## src/rtl/rtc_pkg.sv

```systemverilog
// Shared encodings, BCD limits and calendar helpers for the RTC digit bank.
// All calendar values are packed BCD bytes {tens, units}.
package rtc_pkg;

  typedef enum logic [2:0] {
    FLD_SEC   = 3'd0,
    FLD_MIN   = 3'd1,
    FLD_HOUR  = 3'd2,
    FLD_DAY   = 3'd3,
    FLD_MONTH = 3'd4,
    FLD_YEAR  = 3'd5
  } rtc_field_e;

  localparam logic [7:0] BCD_00 = 8'h00;
  localparam logic [7:0] BCD_01 = 8'h01;
  localparam logic [7:0] BCD_12 = 8'h12;
  localparam logic [7:0] BCD_23 = 8'h23;
  localparam logic [7:0] BCD_59 = 8'h59;
  localparam logic [7:0] BCD_99 = 8'h99;

  // Non-leap month lengths, January first.
  localparam logic [7:0] MONTH_LEN [12] = '{
    8'h31, 8'h28, 8'h31, 8'h30, 8'h31, 8'h30,
    8'h31, 8'h31, 8'h30, 8'h31, 8'h30, 8'h31
  };

  // Full register set, also used as the frame-coherent shadow image.
  typedef struct packed {
    logic [7:0] hour;
    logic [7:0] min;
    logic [7:0] sec;
    logic [7:0] day;
    logic [7:0] month;
    logic [7:0] year;
    logic [7:0] chour;
    logic [7:0] cmin;
    logic [7:0] csec;
  } rtc_set_t;

  // A BCD year is a multiple of 4 when: tens even and units in {0,4,8}, or tens odd and units in {2,6}.
  function automatic logic is_leap(input logic [7:0] yy);
    if (yy[4])
      return (yy[3:0] == 4'd2) || (yy[3:0] == 4'd6);
    return (yy[3:0] == 4'd0) || (yy[3:0] == 4'd4) || (yy[3:0] == 4'd8);
  endfunction

  function automatic logic [7:0] month_len(input logic [7:0] mm, input logic [7:0] yy);
    logic [3:0] idx;
    idx = (mm[7:4] != 4'd0) ? (mm[3:0] + 4'd9) : (mm[3:0] - 4'd1);
    if (idx > 4'd11)
      return 8'h31;
    if (idx == 4'd1 && is_leap(yy))
      return 8'h29;
    return MONTH_LEN[idx];
  endfunction

endpackage

```

## src/rtl/bcd2_counter.sv

```systemverilog
// Two-digit BCD counter: load beats increment; at the wrap limit an increment
// returns to the minimum value and raises carry in the same cycle.
module bcd2_counter #(
  parameter logic [7:0] RESET_VAL = 8'h00
) (
  input  logic       clk,
  input  logic       reset,
  input  logic       inc,
  input  logic       load,
  input  logic [7:0] load_val,
  input  logic [7:0] max_val,
  input  logic [7:0] min_val,
  output logic [7:0] value,
  output logic       carry
);

  logic [7:0] value_reg;
  logic [7:0] value_next;
  logic       at_max;

  assign at_max = (value_reg == max_val);
  assign carry  = inc & at_max;
  assign value  = value_reg;

  always_comb begin
    value_next = value_reg;
    if (value_reg[3:0] == 4'd9)
      value_next = {value_reg[7:4] + 4'd1, 4'd0};
    else
      value_next = {value_reg[7:4], value_reg[3:0] + 4'd1};
  end

  always_ff @(posedge clk) begin
    if (reset)
      value_reg <= RESET_VAL;
    else if (load)
      value_reg <= load_val;
    else if (inc)
      value_reg <= at_max ? min_val : value_next;
  end

endmodule

```

## src/rtl/rtc_digit_bank.sv

```systemverilog
// Live time/date/chrono registers with a field write port, plus a shadow copy
// refreshed only on the VGA vsync falling edge so the display never tears.
module rtc_digit_bank
  import rtc_pkg::*;
#(
  parameter logic [7:0] RESET_YEAR = 8'h16
) (
  input  logic       clk_i,
  input  logic       reset_i,
  input  logic       tick_1hz_i,
  input  logic       wr_en_i,
  input  logic [2:0] wr_field_i,
  input  logic [7:0] wr_data_i,
  input  logic       chr_run_i,
  input  logic       chr_clr_i,
  input  logic       vsync_i,
  output logic       wr_err_o,
  output logic [3:0] dig_uh_o,
  output logic [3:0] dig_dh_o,
  output logic [3:0] dig_um_o,
  output logic [3:0] dig_dm_o,
  output logic [3:0] dig_us_o,
  output logic [3:0] dig_ds_o,
  output logic [3:0] dig_ud_o,
  output logic [3:0] dig_dd_o,
  output logic [3:0] dig_ume_o,
  output logic [3:0] dig_dme_o,
  output logic [3:0] dig_ua_o,
  output logic [3:0] dig_da_o,
  output logic [3:0] dig_uhc_o,
  output logic [3:0] dig_dhc_o,
  output logic [3:0] dig_umc_o,
  output logic [3:0] dig_dmc_o,
  output logic [3:0] dig_usc_o,
  output logic [3:0] dig_dsc_o
);

  localparam rtc_set_t RESET_SET = {BCD_00, BCD_00, BCD_00, BCD_01, BCD_01, RESET_YEAR,
                                    BCD_00, BCD_00, BCD_00};

  logic [7:0] sec, min, hour, day, month, year, csec, cmin, chour;
  logic       sec_carry, min_carry, hour_carry, day_carry, month_carry, year_carry;
  logic       csec_carry, cmin_carry, chour_carry;
  logic       unused_carry;

  logic       wr_valid, wr_ok, wr_rej;
  logic       wr_sec, wr_min, wr_hour, wr_day, wr_month, wr_year;
  logic [7:0] cur_len, new_month, new_year, new_len, day_load_val;
  logic       day_clamp, day_load;
  logic       tick_td, chr_tick;

  rtc_set_t   live;
  rtc_set_t   shadow_reg;
  logic       vs_q;
  logic       wr_err_reg;
  logic       frame_edge;

  always_comb begin
    cur_len  = month_len(month, year);
    wr_valid = 1'b0;
    case (rtc_field_e'(wr_field_i))
      FLD_SEC, FLD_MIN: wr_valid = (wr_data_i <= BCD_59);
      FLD_HOUR:         wr_valid = (wr_data_i <= BCD_23);
      FLD_DAY:          wr_valid = (wr_data_i != BCD_00) && (wr_data_i <= cur_len);
      FLD_MONTH:        wr_valid = (wr_data_i != BCD_00) && (wr_data_i <= BCD_12);
      FLD_YEAR:         wr_valid = 1'b1;
      default:          wr_valid = 1'b0;
    endcase
    if (wr_data_i[7:4] > 4'd9 || wr_data_i[3:0] > 4'd9)
      wr_valid = 1'b0;
  end

  assign wr_ok    = wr_en_i & wr_valid;
  assign wr_rej   = wr_en_i & ~wr_valid;
  assign wr_sec   = wr_ok & (wr_field_i == FLD_SEC);
  assign wr_min   = wr_ok & (wr_field_i == FLD_MIN);
  assign wr_hour  = wr_ok & (wr_field_i == FLD_HOUR);
  assign wr_day   = wr_ok & (wr_field_i == FLD_DAY);
  assign wr_month = wr_ok & (wr_field_i == FLD_MONTH);
  assign wr_year  = wr_ok & (wr_field_i == FLD_YEAR);

  // A month or year write can shorten the current month; pull the day back in the same cycle.
  assign new_month    = wr_month ? wr_data_i : month;
  assign new_year     = wr_year  ? wr_data_i : year;
  assign new_len      = month_len(new_month, new_year);
  assign day_clamp    = (wr_month | wr_year) & (day > new_len);
  assign day_load     = wr_day | day_clamp;
  assign day_load_val = wr_day ? wr_data_i : new_len;

  // Accepted writes swallow the time/date tick; the chrono is independent.
  assign tick_td  = tick_1hz_i & ~wr_ok;
  assign chr_tick = tick_1hz_i & chr_run_i;

  bcd2_counter #(.RESET_VAL(BCD_00)) u_sec (
    .clk(clk_i), .reset(reset_i), .inc(tick_td), .load(wr_sec), .load_val(wr_data_i),
    .max_val(BCD_59), .min_val(BCD_00), .value(sec), .carry(sec_carry));

  bcd2_counter #(.RESET_VAL(BCD_00)) u_min (
    .clk(clk_i), .reset(reset_i), .inc(sec_carry), .load(wr_min), .load_val(wr_data_i),
    .max_val(BCD_59), .min_val(BCD_00), .value(min), .carry(min_carry));

  bcd2_counter #(.RESET_VAL(BCD_00)) u_hour (
    .clk(clk_i), .reset(reset_i), .inc(min_carry), .load(wr_hour), .load_val(wr_data_i),
    .max_val(BCD_23), .min_val(BCD_00), .value(hour), .carry(hour_carry));

  bcd2_counter #(.RESET_VAL(BCD_01)) u_day (
    .clk(clk_i), .reset(reset_i), .inc(hour_carry), .load(day_load), .load_val(day_load_val),
    .max_val(cur_len), .min_val(BCD_01), .value(day), .carry(day_carry));

  bcd2_counter #(.RESET_VAL(BCD_01)) u_month (
    .clk(clk_i), .reset(reset_i), .inc(day_carry), .load(wr_month), .load_val(wr_data_i),
    .max_val(BCD_12), .min_val(BCD_01), .value(month), .carry(month_carry));

  bcd2_counter #(.RESET_VAL(RESET_YEAR)) u_year (
    .clk(clk_i), .reset(reset_i), .inc(month_carry), .load(wr_year), .load_val(wr_data_i),
    .max_val(BCD_99), .min_val(BCD_00), .value(year), .carry(year_carry));

  bcd2_counter #(.RESET_VAL(BCD_00)) u_csec (
    .clk(clk_i), .reset(reset_i), .inc(chr_tick), .load(chr_clr_i), .load_val(BCD_00),
    .max_val(BCD_59), .min_val(BCD_00), .value(csec), .carry(csec_carry));

  bcd2_counter #(.RESET_VAL(BCD_00)) u_cmin (
    .clk(clk_i), .reset(reset_i), .inc(csec_carry), .load(chr_clr_i), .load_val(BCD_00),
    .max_val(BCD_59), .min_val(BCD_00), .value(cmin), .carry(cmin_carry));

  bcd2_counter #(.RESET_VAL(BCD_00)) u_chour (
    .clk(clk_i), .reset(reset_i), .inc(cmin_carry), .load(chr_clr_i), .load_val(BCD_00),
    .max_val(BCD_99), .min_val(BCD_00), .value(chour), .carry(chour_carry));

  assign unused_carry = year_carry | chour_carry;

  assign live       = {hour, min, sec, day, month, year, chour, cmin, csec};
  assign frame_edge = vs_q & ~vsync_i;

  // Shadow samples the pre-update live set, so a same-cycle change shows one frame later.
  always_ff @(posedge clk_i) begin
    if (reset_i) begin
      shadow_reg <= RESET_SET;
      vs_q       <= 1'b1;
      wr_err_reg <= 1'b0;
    end else begin
      vs_q       <= vsync_i;
      wr_err_reg <= wr_rej;
      if (frame_edge)
        shadow_reg <= live;
    end
  end

  assign wr_err_o  = wr_err_reg;
  assign dig_uh_o  = shadow_reg.hour[3:0];
  assign dig_dh_o  = shadow_reg.hour[7:4];
  assign dig_um_o  = shadow_reg.min[3:0];
  assign dig_dm_o  = shadow_reg.min[7:4];
  assign dig_us_o  = shadow_reg.sec[3:0];
  assign dig_ds_o  = shadow_reg.sec[7:4];
  assign dig_ud_o  = shadow_reg.day[3:0];
  assign dig_dd_o  = shadow_reg.day[7:4];
  assign dig_ume_o = shadow_reg.month[3:0];
  assign dig_dme_o = shadow_reg.month[7:4];
  assign dig_ua_o  = shadow_reg.year[3:0];
  assign dig_da_o  = shadow_reg.year[7:4];
  assign dig_uhc_o = shadow_reg.chour[3:0];
  assign dig_dhc_o = shadow_reg.chour[7:4];
  assign dig_umc_o = shadow_reg.cmin[3:0];
  assign dig_dmc_o = shadow_reg.cmin[7:4];
  assign dig_usc_o = shadow_reg.csec[3:0];
  assign dig_dsc_o = shadow_reg.csec[7:4];

endmodule

```

## config.mk

```make
export PLATFORM = sky130hd
export DESIGN_NAME = rtc_digit_bank
export DESIGN_NICKNAME = d
export VERILOG_FILES = /design/src/rtl/rtc_pkg.sv /design/src/rtl/bcd2_counter.sv /design/src/rtl/rtc_digit_bank.sv
export SDC_FILE = /design/constraint.sdc
export NUM_CORES = 1
export LEC_CHECK = 0
export ABC_AREA = 1
export CORE_AREA = 3 3 143 145
export CTS_CLUSTER_DIAMETER = 80
export DETAILED_ROUTE_END_ITERATION = 10
export DIE_AREA = 0 0 146 148
export GPL_TIMING_DRIVEN = 0
export PLACE_DENSITY = 0.76
export SLEW_MARGIN = 20
export SYNTH_ARGS = -nofsm -noshare
export SYNTH_HDL_FRONTEND = slang
export SYNTH_HIERARCHICAL = 1
export SYNTH_SLANG_ARGS = --single-unit
```

## constraint.sdc

```tcl
create_clock -name clk_i -period 5.3 [get_ports clk_i]
set_input_delay 0.795 -clock clk_i [delete_from_list [all_inputs] [get_ports clk_i]]
set_output_delay 0.795 -clock clk_i [all_outputs]
set_load 0.005 [all_outputs]
```

* After elaboration in Yosys (flattened, before gate mapping)
Memory sizes are Yosys's and may differ from the RTL's.
Index checks and enable logic that the tools add are counted.
** Word-level totals
- Logic and storage cells :: 231
- Memories :: 2
- Memory bits (read-only) :: 256
- Bits of input ports :: 18
- Bits in registers :: 146
** Operators by class
- Mux-type cells :: 65
- $lt $le $gt $ge :: 11
- Bitwise logic cells :: 26
- $add $sub $neg :: 22
- Equal/unequal tests :: 33
- Reduce and logical (&&, ||, !) cells :: 43
** Memories
- (name not given) :: words 16, bits a word 8, read ports 1, clocked after Yosys merged registers in 0, write ports 0, RTL line rtc_pkg.sv:54 : return MONTH_LEN[idx];
- (name not given) :: words 16, bits a word 8, read ports 1, clocked after Yosys merged registers in 0, write ports 0, RTL line rtc_pkg.sv:54
** Operators by type and width (count)
- 8-bit 2-to-1 mux :: 44
- 4-bit by 1-bit adder with 4-bit output, second input constant :: 18
- 4-bit == test, second input constant :: 11
- 8-bit by 7-bit == test with 1-bit output, second input constant :: 4
- 1-bit bitwise AND :: 19
- 2-bit AND reduction :: 9
- 2-bit nonzero test :: 9
- 3-bit nonzero test :: 6
- 1-bit 2-to-1 mux :: 17
- 4-bit by 3-bit == test with 1-bit output, second input constant :: 4
- 8-bit == test, second input constant :: 2
- 4-bit > comparator, second input constant :: 4
- 5-bit greater-or-equal comparator, second input constant :: 2
- 4-bit NOT with 5-bit output :: 2
- 4-bit adder, second input constant :: 2
- 4-bit by 1-bit == test with 1-bit output, second input constant :: 2
- 4-bit by 2-bit == test with 1-bit output, second input constant :: 2
- 8-bit by 5-bit == test with 1-bit output, second input constant :: 1
- 8-bit by 6-bit == test with 1-bit output, second input constant :: 1
- 8-bit == test :: 1
- 8-bit > comparator :: 1
- 8-bit by 5-bit <= comparator with 1-bit output, second input constant :: 1
- 8-bit by 6-bit <= comparator with 1-bit output, second input constant :: 1
- 8-bit by 7-bit <= comparator with 1-bit output, second input constant :: 1
- 17 further kinds :: 36

* Depth between registers and ports, before layout
Gate-level depths: netlist of run 1.
- Depth after elaboration :: 36
- Depth in mapped cells :: 48
- Mapped depth without buffers :: 48

* Modules after synthesis
The synthesis of run 1 kept the hierarchy.
** Modules (own cells, without submodules)
- bcd2_counter at u_chour ... :: cells each 119, sequential area each 160.2 um^2, times used 6, area an instance 747.0 um^2
- rtc_digit_bank :: cells each 493, sequential area each 1481.4 um^2, times used 1, area an instance 3432.0 um^2
- bcd2_counter at u_day ... :: cells each 120, sequential area each 160.2 um^2, times used 2, area an instance 744.5 um^2
- bcd2_counter at u_year :: cells each 118, sequential area each 160.2 um^2, times used 1, area an instance 723.2 um^2

* Worst setup path after synthesis of run 1
No wires, ideal clock.
- Path kind :: register to register
- Start :: register u_month.value_reg[6] (netlist: u_month/value[6])
- End :: register u_day.value_reg[4] (netlist: u_day/value[4])
- Stages on the path, launching flop included :: 47
- Buffers on the path :: 0
- Required time :: 5186 ps
- Setup slack :: 39 ps
- Library setup time :: 114 ps
- Data arrival time :: 5147 ps
- Clock period less this slack :: 5261 ps
- Path through :: dfxtp_1 -> nor2_1 -> nand2_1 -> nor2_1 -> inv_1 -> nand2_1 -> nor2_1 -> nand2_1 -> nand3_1 -> xor2_1 -> inv_1 -> nand4_1 -> inv_1 -> nand2_1 -> nand3_1 -> ha_1 -> nand3_1 -> nand2_1 -> [... 11 more ...] -> nand2_1 -> nand2_2 -> nor2_2 -> nand2_1 -> nand2_1 -> nand2_2 -> ha_1 -> nand3_1 -> o21ai_0 -> nand2_1 -> a311oi_1 -> o21ai_0 -> nor2_1 -> inv_1 -> nand2_4 -> nand2_1 -> nand2_1 -> nor2_1
** On the way
- Elaborated cells between the ends (all ways) :: 72
- Classes of those cells :: 2 x add/sub; 4 x order compare; 7 x eq/ne; 31 x mux; 14 x bitwise; 12 x reduce/logical; 2 x memory
** RTL lines
- from (decl) :: RTL line bcd2_counter.sv:17 : logic [7:0] value_reg;
- from (signal assigned) :: RTL line bcd2_counter.sv:37 : value_reg <= load_val;
- from (signal assigned) :: RTL line bcd2_counter.sv:39 : value_reg <= at_max ? min_val : value_next;
- 4-bit nonzero test (*) :: RTL line rtc_pkg.sv:49 : idx = (mm[7:4] != 4'd0) ? (mm[3:0] + 4'd9) : (mm[3:0] - 4'd1);
- 4-bit 2-to-1 mux (*) :: RTL line rtc_pkg.sv:49
- 4-bit NOT with 5-bit output (implied by the code) or 4-bit by 1-bit == test with 1-bit output (tied branches) :: RTL line rtc_pkg.sv:54, rtc_pkg.sv:52
- memory read 16 x 8 bit or 1-bit logical AND (tied branches)
- 8-bit 2-to-1 mux (implied by the code) or 1-bit 2-to-1 mux (tied branches) (2 in series) :: RTL line rtc_pkg.sv:54, rtc_pkg.sv:52
- 8-bit 2-to-1 mux :: RTL line rtc_pkg.sv:54
- 8-bit 2-to-1 mux (*) :: RTL line rtc_pkg.sv:52 : if (idx == 4'd1 && is_leap(yy))
- net cur_len[4] :: RTL line rtc_digit_bank.sv:48 : logic [7:0] cur_len, new_month, new_year, new_len, day_load_val;
- [... 6 more ...]
- net wr_month :: RTL line rtc_digit_bank.sv:47 : logic wr_sec, wr_min, wr_hour, wr_day, wr_month, wr_year;
- [... 7 more ...]
- 8-bit 2-to-1 mux :: RTL line rtc_pkg.sv:54
- 8-bit 2-to-1 mux :: RTL line rtc_pkg.sv:52
- 8-bit > comparator :: RTL line rtc_digit_bank.sv:86 : assign day_clamp = (wr_month | wr_year) & (day > new_len);
- 1-bit bitwise AND (*) :: RTL line rtc_digit_bank.sv:86
- 1-bit OR (*) :: RTL line rtc_digit_bank.sv:87 : assign day_load = wr_day | day_clamp;
- net day_load :: RTL line rtc_digit_bank.sv:49 : logic day_clamp, day_load;
- 3-bit nonzero test (no source line) or 2-bit nonzero test (tied branches)
- 2-bit AND reduction (no source line)
- to (signal assigned) :: RTL line bcd2_counter.sv:37
- to (signal assigned) :: RTL line bcd2_counter.sv:39
- to (decl) :: RTL line bcd2_counter.sv:17
The timed path passes the listed nets; every way through them passes the cells marked *. The select of a mux whose other input is x is not followed.
A chain may end at the register's enable or synchronous reset.

* Final worst setup path of run 1
- Start :: register u_month.value_reg[5] (netlist: u_month/value[5])
- End :: register u_day.value_reg[7] (netlist: u_day/value[7])
** On the way
- Word-level cells in the longest chain between the ends :: 30
- Elaborated cells between the ends (all ways) :: 72
- Classes of those cells :: 2 x add/sub; 4 x order compare; 7 x eq/ne; 31 x mux; 14 x bitwise; 12 x reduce/logical; 2 x memory
** Ends and longest elaborated chain
- 4-bit nonzero test (*) :: RTL line rtc_pkg.sv:49
- 4-bit 2-to-1 mux (*) :: RTL line rtc_pkg.sv:49
- 4-bit NOT with 5-bit output (implied by the code) or 4-bit by 1-bit == test with 1-bit output (tied branches) :: RTL line rtc_pkg.sv:54, rtc_pkg.sv:52
- memory read 16 x 8 bit or 1-bit logical AND (tied branches)
- 8-bit 2-to-1 mux (implied by the code) or 1-bit 2-to-1 mux (tied branches) (2 in series) :: RTL line rtc_pkg.sv:54, rtc_pkg.sv:52
- 8-bit 2-to-1 mux :: RTL line rtc_pkg.sv:54
- 8-bit 2-to-1 mux (*) :: RTL line rtc_pkg.sv:52
- net cur_len[4] :: RTL line rtc_digit_bank.sv:48
- [... 2 more ...]
- 1-bit one-hot mux with 5 select lines (*) :: RTL line rtc_digit_bank.sv:61 : case (rtc_field_e'(wr_field_i))
- 1-bit 2-to-1 mux (*) :: RTL line rtc_digit_bank.sv:69 : if (wr_data_i[7:4] > 4'd9 || wr_data_i[3:0] > 4'd9)
- 1-bit bitwise AND (*) :: RTL line rtc_digit_bank.sv:73 : assign wr_ok = wr_en_i & wr_valid;
- parallel branches: the longest is 14 deep, another holds memory read 16 x 8 bit
- 1-bit OR (*) :: RTL line rtc_digit_bank.sv:87
- net day_load :: RTL line rtc_digit_bank.sv:49
- 3-bit nonzero test (no source line) or 2-bit nonzero test (tied branches)
- 2-bit AND reduction (no source line)
Mark *: on every way through the listed nets, which the timed path passes. The select of a mux whose other input is x is not followed.

==> flow_summary.yaml, run 1 <==
clock_network:
  clock_latency_ps: 420
  cts_made_buffers: 17
  cts_tree: "built"
  hold_buffers: 0
  root_buffer: "clkbuf_16"
  clockBufferDepth: 2
  clkTransAtPathRegs_ps: 60
  cts_num_sinks: 146
  htree_levels: 4
logic_synthesis:
  synthesis.area_mm2: 0.0101
  ys.warnings.count: 6
  syn_area_per_cell_um2: 6.47
  syn-instance-count: 1563
timing:
  final_max_slew_viol_count: 0
  worst_slew_pin_slew_ps: 1000
  max_freq_mhz: 181
  rsz0062_at_grt: "true"
  setup_violations: 8
  post-route-period-util: 1.04
  hold_viol: 0
  fin_ws_ps: -228
  slew_headroom: 0.327
  finalCriticalPeriod_ps: 5530
  fin_skew_ps: 7.22
floorplan:
  chipWidth_um: 146
  ioPinCount: 91
  start_util: 0.523
  rows: 51
  die_h_um: 148
  dieArea_mm2: 0.0216
  core_mm2: 0.0193
pwr:
  powerDensity_mw_per_mm2: 220
  clock_power_share: 0.435
  pwr-share-comb: 0.152
  vdd_drop_max_v: 0.000220
  p_int_mw: 2.08
  p_sw_uw: 798
  p_sw_frac: 0.277
  p_seq_frac: 0.413
  p_leak_nw: 5.92
detailed_routing:
  drtIter0Drc: 901
  drt-vias-per-instance: 5.07
  avgRoutedWirePerCell_um: 13.4
  num_vias: 10900
  final_antenna_net_count: 0
  post-route-drc-count: 0
  wl_um: 29000
  drt-pass1-iter-count: 9
place:
  dpl.hpwl_um: 20000
  port_buffers: 90
  gp_congestion: 0.914
  dp_cells: 2108
worst_setup_path:
  crit_path_top_delay_cell: "dfxtp_4"
  arrival_ps: 5800
  criticalPathCategory: "reg -> reg"
  endpoint_kind: "register"
  max_stage_delay_ps: 400
  required_ps: 5580
  startpoint_type: "register"
  crit_fanout: 7
final_layout:
  drive_gt1_frac: 0.130
  fin_util: 0.678
  layout_common_cells: "nand2_1 (303), nor2_1 (300), conb_1 (192), dfxtp_1 (140), nand3_1 (136)"
  n_antenna_cell: 0
  synthToLayoutAreaGrowth_pct: 29.5
  layout.cells.non_filler: 2160
  n_fill_cell: 1704
  layout_commonest_cell: "nand2_1"
  nets: 1917
status:
  status: "finished with violations"
  violations: "negative setup slack"
grt:
  grtUsageTotal: 0.255
  antenna_found_initial: 0
  grt_max_degree: 57
  grt_overflow: 0
  grt_pass1_vias: 9706
  grt_pass1_wl_um: 46200
worst_hold_path:
  hold_path_class: "reg -> reg"
run:
  drv_cap: 0
power groups by stage:
| stage | sequential, mW | combinational (mW) | clock, mW |
|---|---|---|---|
| CTS | 1.19 | 0.423 | 1.27 |
| global route | 1.20 | 0.492 | 1.31 |
| floorplan | 1.21 | 0.253 | 0 |
| detailed placement | 1.22 | 0.418 | 0 |
| global placement | 1.21 | 0.412 | 0 |
| finish | 1.19 | 0.438 | 1.25 |
worst max-delay path, delay by kind of cell, from the launching register on:
family | cells | cell delay (ps)
compound gates | 5 | 830
xor+xnor | 1 | 210
fa+ha+maj | 3 | 810
buf+inv | 5 | 490
flops | 1 | 400
simple gates | 28 | 2620
metal layers:
layer	global-route usage	wire length (µm)
met3	0.0423	1830
met1	0.339	12800
met2	0.423	13500
met5	0	0
met4	0.0870	890
area by class of cell:
type                            instances  area (µm²)  share of cell area
Clock buffer                           20         447              0.0341
Inverter                              145         544              0.0415
Sequential cell                       146        2940               0.224
Buffer                                 40         229              0.0175
Multi-Input combinational cell       1422        7400               0.565
Timing Repair Buffer                  110        1060              0.0806
Clock inverter                         12         156              0.0119
Tap cell                              265         332              0.0253
worst paths after layout:
check,startpoint,end,slack (ps),cells after the start
setup / recovery,u_month/value[5],u_day/value[7],-230,42
hold / removal,dig_ua_o[1],dig_ua_o[1],480,2
hold reg to reg,dig_ua_o[1],dig_ua_o[1],480,2
setup reg to reg,u_month/value[5],u_day/value[7],-230,42
per-stage QoR:
stage	setup slack [ps]	total power [mW]	TNS, ps	instance area [µm²]	hold WS [ps]
floorplan	39.1	1.46	0	10800	466
global placement	-1120	1.63	-8140	12100	455
detailed placement	-1160	1.63	-8720	12100	464
CTS	51.7	2.88	0	12900	480
global route	-524	3.00	-4130	13100	501
finish	-228	2.88	-1590	13100	477
timing repair:
action,in CTS,in global routing
gates resized for setup,38,38
pin swaps,10,36
hold endpoints to repair,0,0
endpoints found under the setup margin,8,15
buffers inserted,10,10
No activity file was read; power rests on OpenSTA's default activity.
==> run 2: changes to the inputs <==
--- a/config.mk
+++ b/config.mk
@@ -12,7 +12,6 @@
 export DIE_AREA = 0 0 146 148
 export GPL_TIMING_DRIVEN = 0
 export PLACE_DENSITY = 0.76
-export SLEW_MARGIN = 20
 export SYNTH_ARGS = -nofsm -noshare
 export SYNTH_HDL_FRONTEND = slang
 export SYNTH_HIERARCHICAL = 1
==> flow_summary.yaml, run 2 (synthesized netlist as in run 1, its figures left out) <==
detailed_routing:
  drtIter0Drc: 829
  drt-vias-per-instance: 5.01
  wl_um: 28600
  final_antenna_net_count: 0
  avgRoutedWirePerCell_um: 13.2
  num_vias: 10900
  post-route-drc-count: 0
  drt-pass1-iter-count: 5
worst_setup_path:
  crit_path_top_delay_cell: "dfxtp_4"
  endpoint_kind: "register"
  crit_path_frequent_cell: "nand2_2"
  max_stage_delay_ps: 370
  arrival_ps: 5840
  crit_fanout: 6
  required_ps: 5660
  startpoint_type: "register"
  rrSetupSlack_ps: -180
  path_delay_family: "simple AND/OR/NAND/NOR gates"
  worst-path-buf-inv: 6
  criticalPathCategory: "reg -> reg"
floorplan:
  chipWidth_um: 146
  dieArea_mm2: 0.0216
  rows: 51
  die_h_um: 148
  core_mm2: 0.0193
  ioPinCount: 91
  start_util: 0.523
clock_network:
  clock_latency_ps: 430
  cts_tree: "built"
  cts_made_buffers: 17
  clkTransAtPathRegs_ps: 70
  htree_levels: 4
  clockBufferDepth: 2
  cts_num_sinks: 146
  root_buffer: "clkbuf_16"
  hold_buffers: 0
worst_hold_path:
  hold_path_class: "reg -> reg"
grt:
  grt_max_degree: 32
  met1_usage: 0.339
  grt_busiest_layer: "met2"
  antenna_found_initial: 0
  grt_overflow: 0
  grtUsageTotal: 0.255
  grt_pass1_vias: 9704
  grt_use_met2: 0.427
  grtUsageMet3: 0.0365
  grt_pass1_wl_um: 46200
pwr:
  p_seq_frac: 0.432
  total_power_mw: 2.75
  p_sw_frac: 0.292
  vdd_drop_max_v: 0.000230
  pwr-share-comb: 0.159
  powerDensity_mw_per_mm2: 210
  p_leak_nw: 5.93
  p_sw_uw: 802
  p_int_mw: 1.95
  clock_power_share: 0.409
timing:
  setup_violations: 8
  post-route-period-util: 1.03
  fin_skew_ps: 10.5
  final_max_slew_viol_count: 0
  max_freq_mhz: 183
  worst_slew_pin_slew_ps: 1020
  slew_headroom: 0.314
  fin_ws_ps: -176
  hold_viol: 0
  finalCriticalPeriod_ps: 5480
  rsz0062_at_grt: "true"
place:
  dp_slack_ps: -1120
  dpl.hpwl_um: 20200
  place_area_mm2: 0.0121
  dp_cells: 2109
  port_buffers: 90
  gp_congestion: 0.914
final_layout:
  synthToLayoutAreaGrowth_pct: 29.2
  fin_util: 0.676
  drive_gt1_frac: 0.133
  layout_commonest_cell: "nand2_1"
  nets: 1922
  fin_area_mm2: 0.0131
  n_antenna_cell: 0
  layout_common_cells: "nand2_1 (305), nor2_1 (300), conb_1 (192), dfxtp_1 (140), nand3_1 (136)"
  layout.cells.non_filler: 2165
status:
  status: "finished with violations"
  violations: "negative setup slack"
run:
  drv_cap: 0
-- run 2: changes by cell type in the layout (fill, tap and decap cells not counted), moves of 2 or more --
cell	delta
bufinv_16	-3
buf_4	+2
clkbuf_8	+2
clkinv_2	+2
inv_2	-2
nand2_1	+2
nand2_4	-2
o21ai_2	+2
-- run 2: path summary, 6_finish.rpt --
| kind | to | startpoint | depth (start not counted) |
|---|---|---|---|
| worst max-delay path | u_day/value[2] | u_month/value[5] | 46 |
| worst min-delay path | dig_dm_o[2] | dig_dm_o[2] | 2 |
| worst max register to register | u_day/value[2] | u_month/value[5] | 46 |
| worst min register to register | dig_dm_o[2] | dig_dm_o[2] | 2 |
-- run 2: layer usage --
| layer | wire length, µm | vias up |
|---|---|---|
| met5 | 0 | - |
| met4 | 713 | 0 |
| met3 | 1790 | 71 |
| met2 | 13300 | 349 |
| met1 | 12800 | 4864 |
| li1 | - | 5570 |
-- run 2: what timing repair did --
action                                  4_1_cts  5_1_grt
cloned                                        1        0
gates resized for setup                      34       41
buffers inserted                             13       10
pin swaps                                    10       32
endpoints found under the setup margin        8       15
-- run 2: through the flow --
step / hold WS (ps) / TNS, ps
global placement: 455 / -8140
floorplan: 466 / 0
finish: 478 / -1150
global route: 508 / -3350
CTS: 486 / 0
detailed placement: 471 / -8480
-- run 2: power groups by stage --
stage / clock network, mW / logic [mW] / registers [mW]
2_1_floorplan: 0 / 0.253 / 1.21
3_3_place_gp: 0 / 0.412 / 1.21
3_5_place_dp: 0 / 0.420 / 1.22
4_1_cts: 1.14 / 0.425 / 1.19
5_1_grt: 1.19 / 0.491 / 1.20
6_report: 1.12 / 0.437 / 1.19
-- run 2: tightest hold or removal path: cells and delay by family (launching register included) --
kind          cells  cell delay, ps
flops             1             320
simple gates      2             120
-- run 2: layout make-up --
type	instances	area, µm²
plain buffers	40	228
clock buffers	20	457
clock inverters	12	83.8
fillers	1748	6260
inverters	145	547
multi-input cells	1422	7380
flip-flops and latches	146	2940
well taps	265	332
repair buffers	115	1100
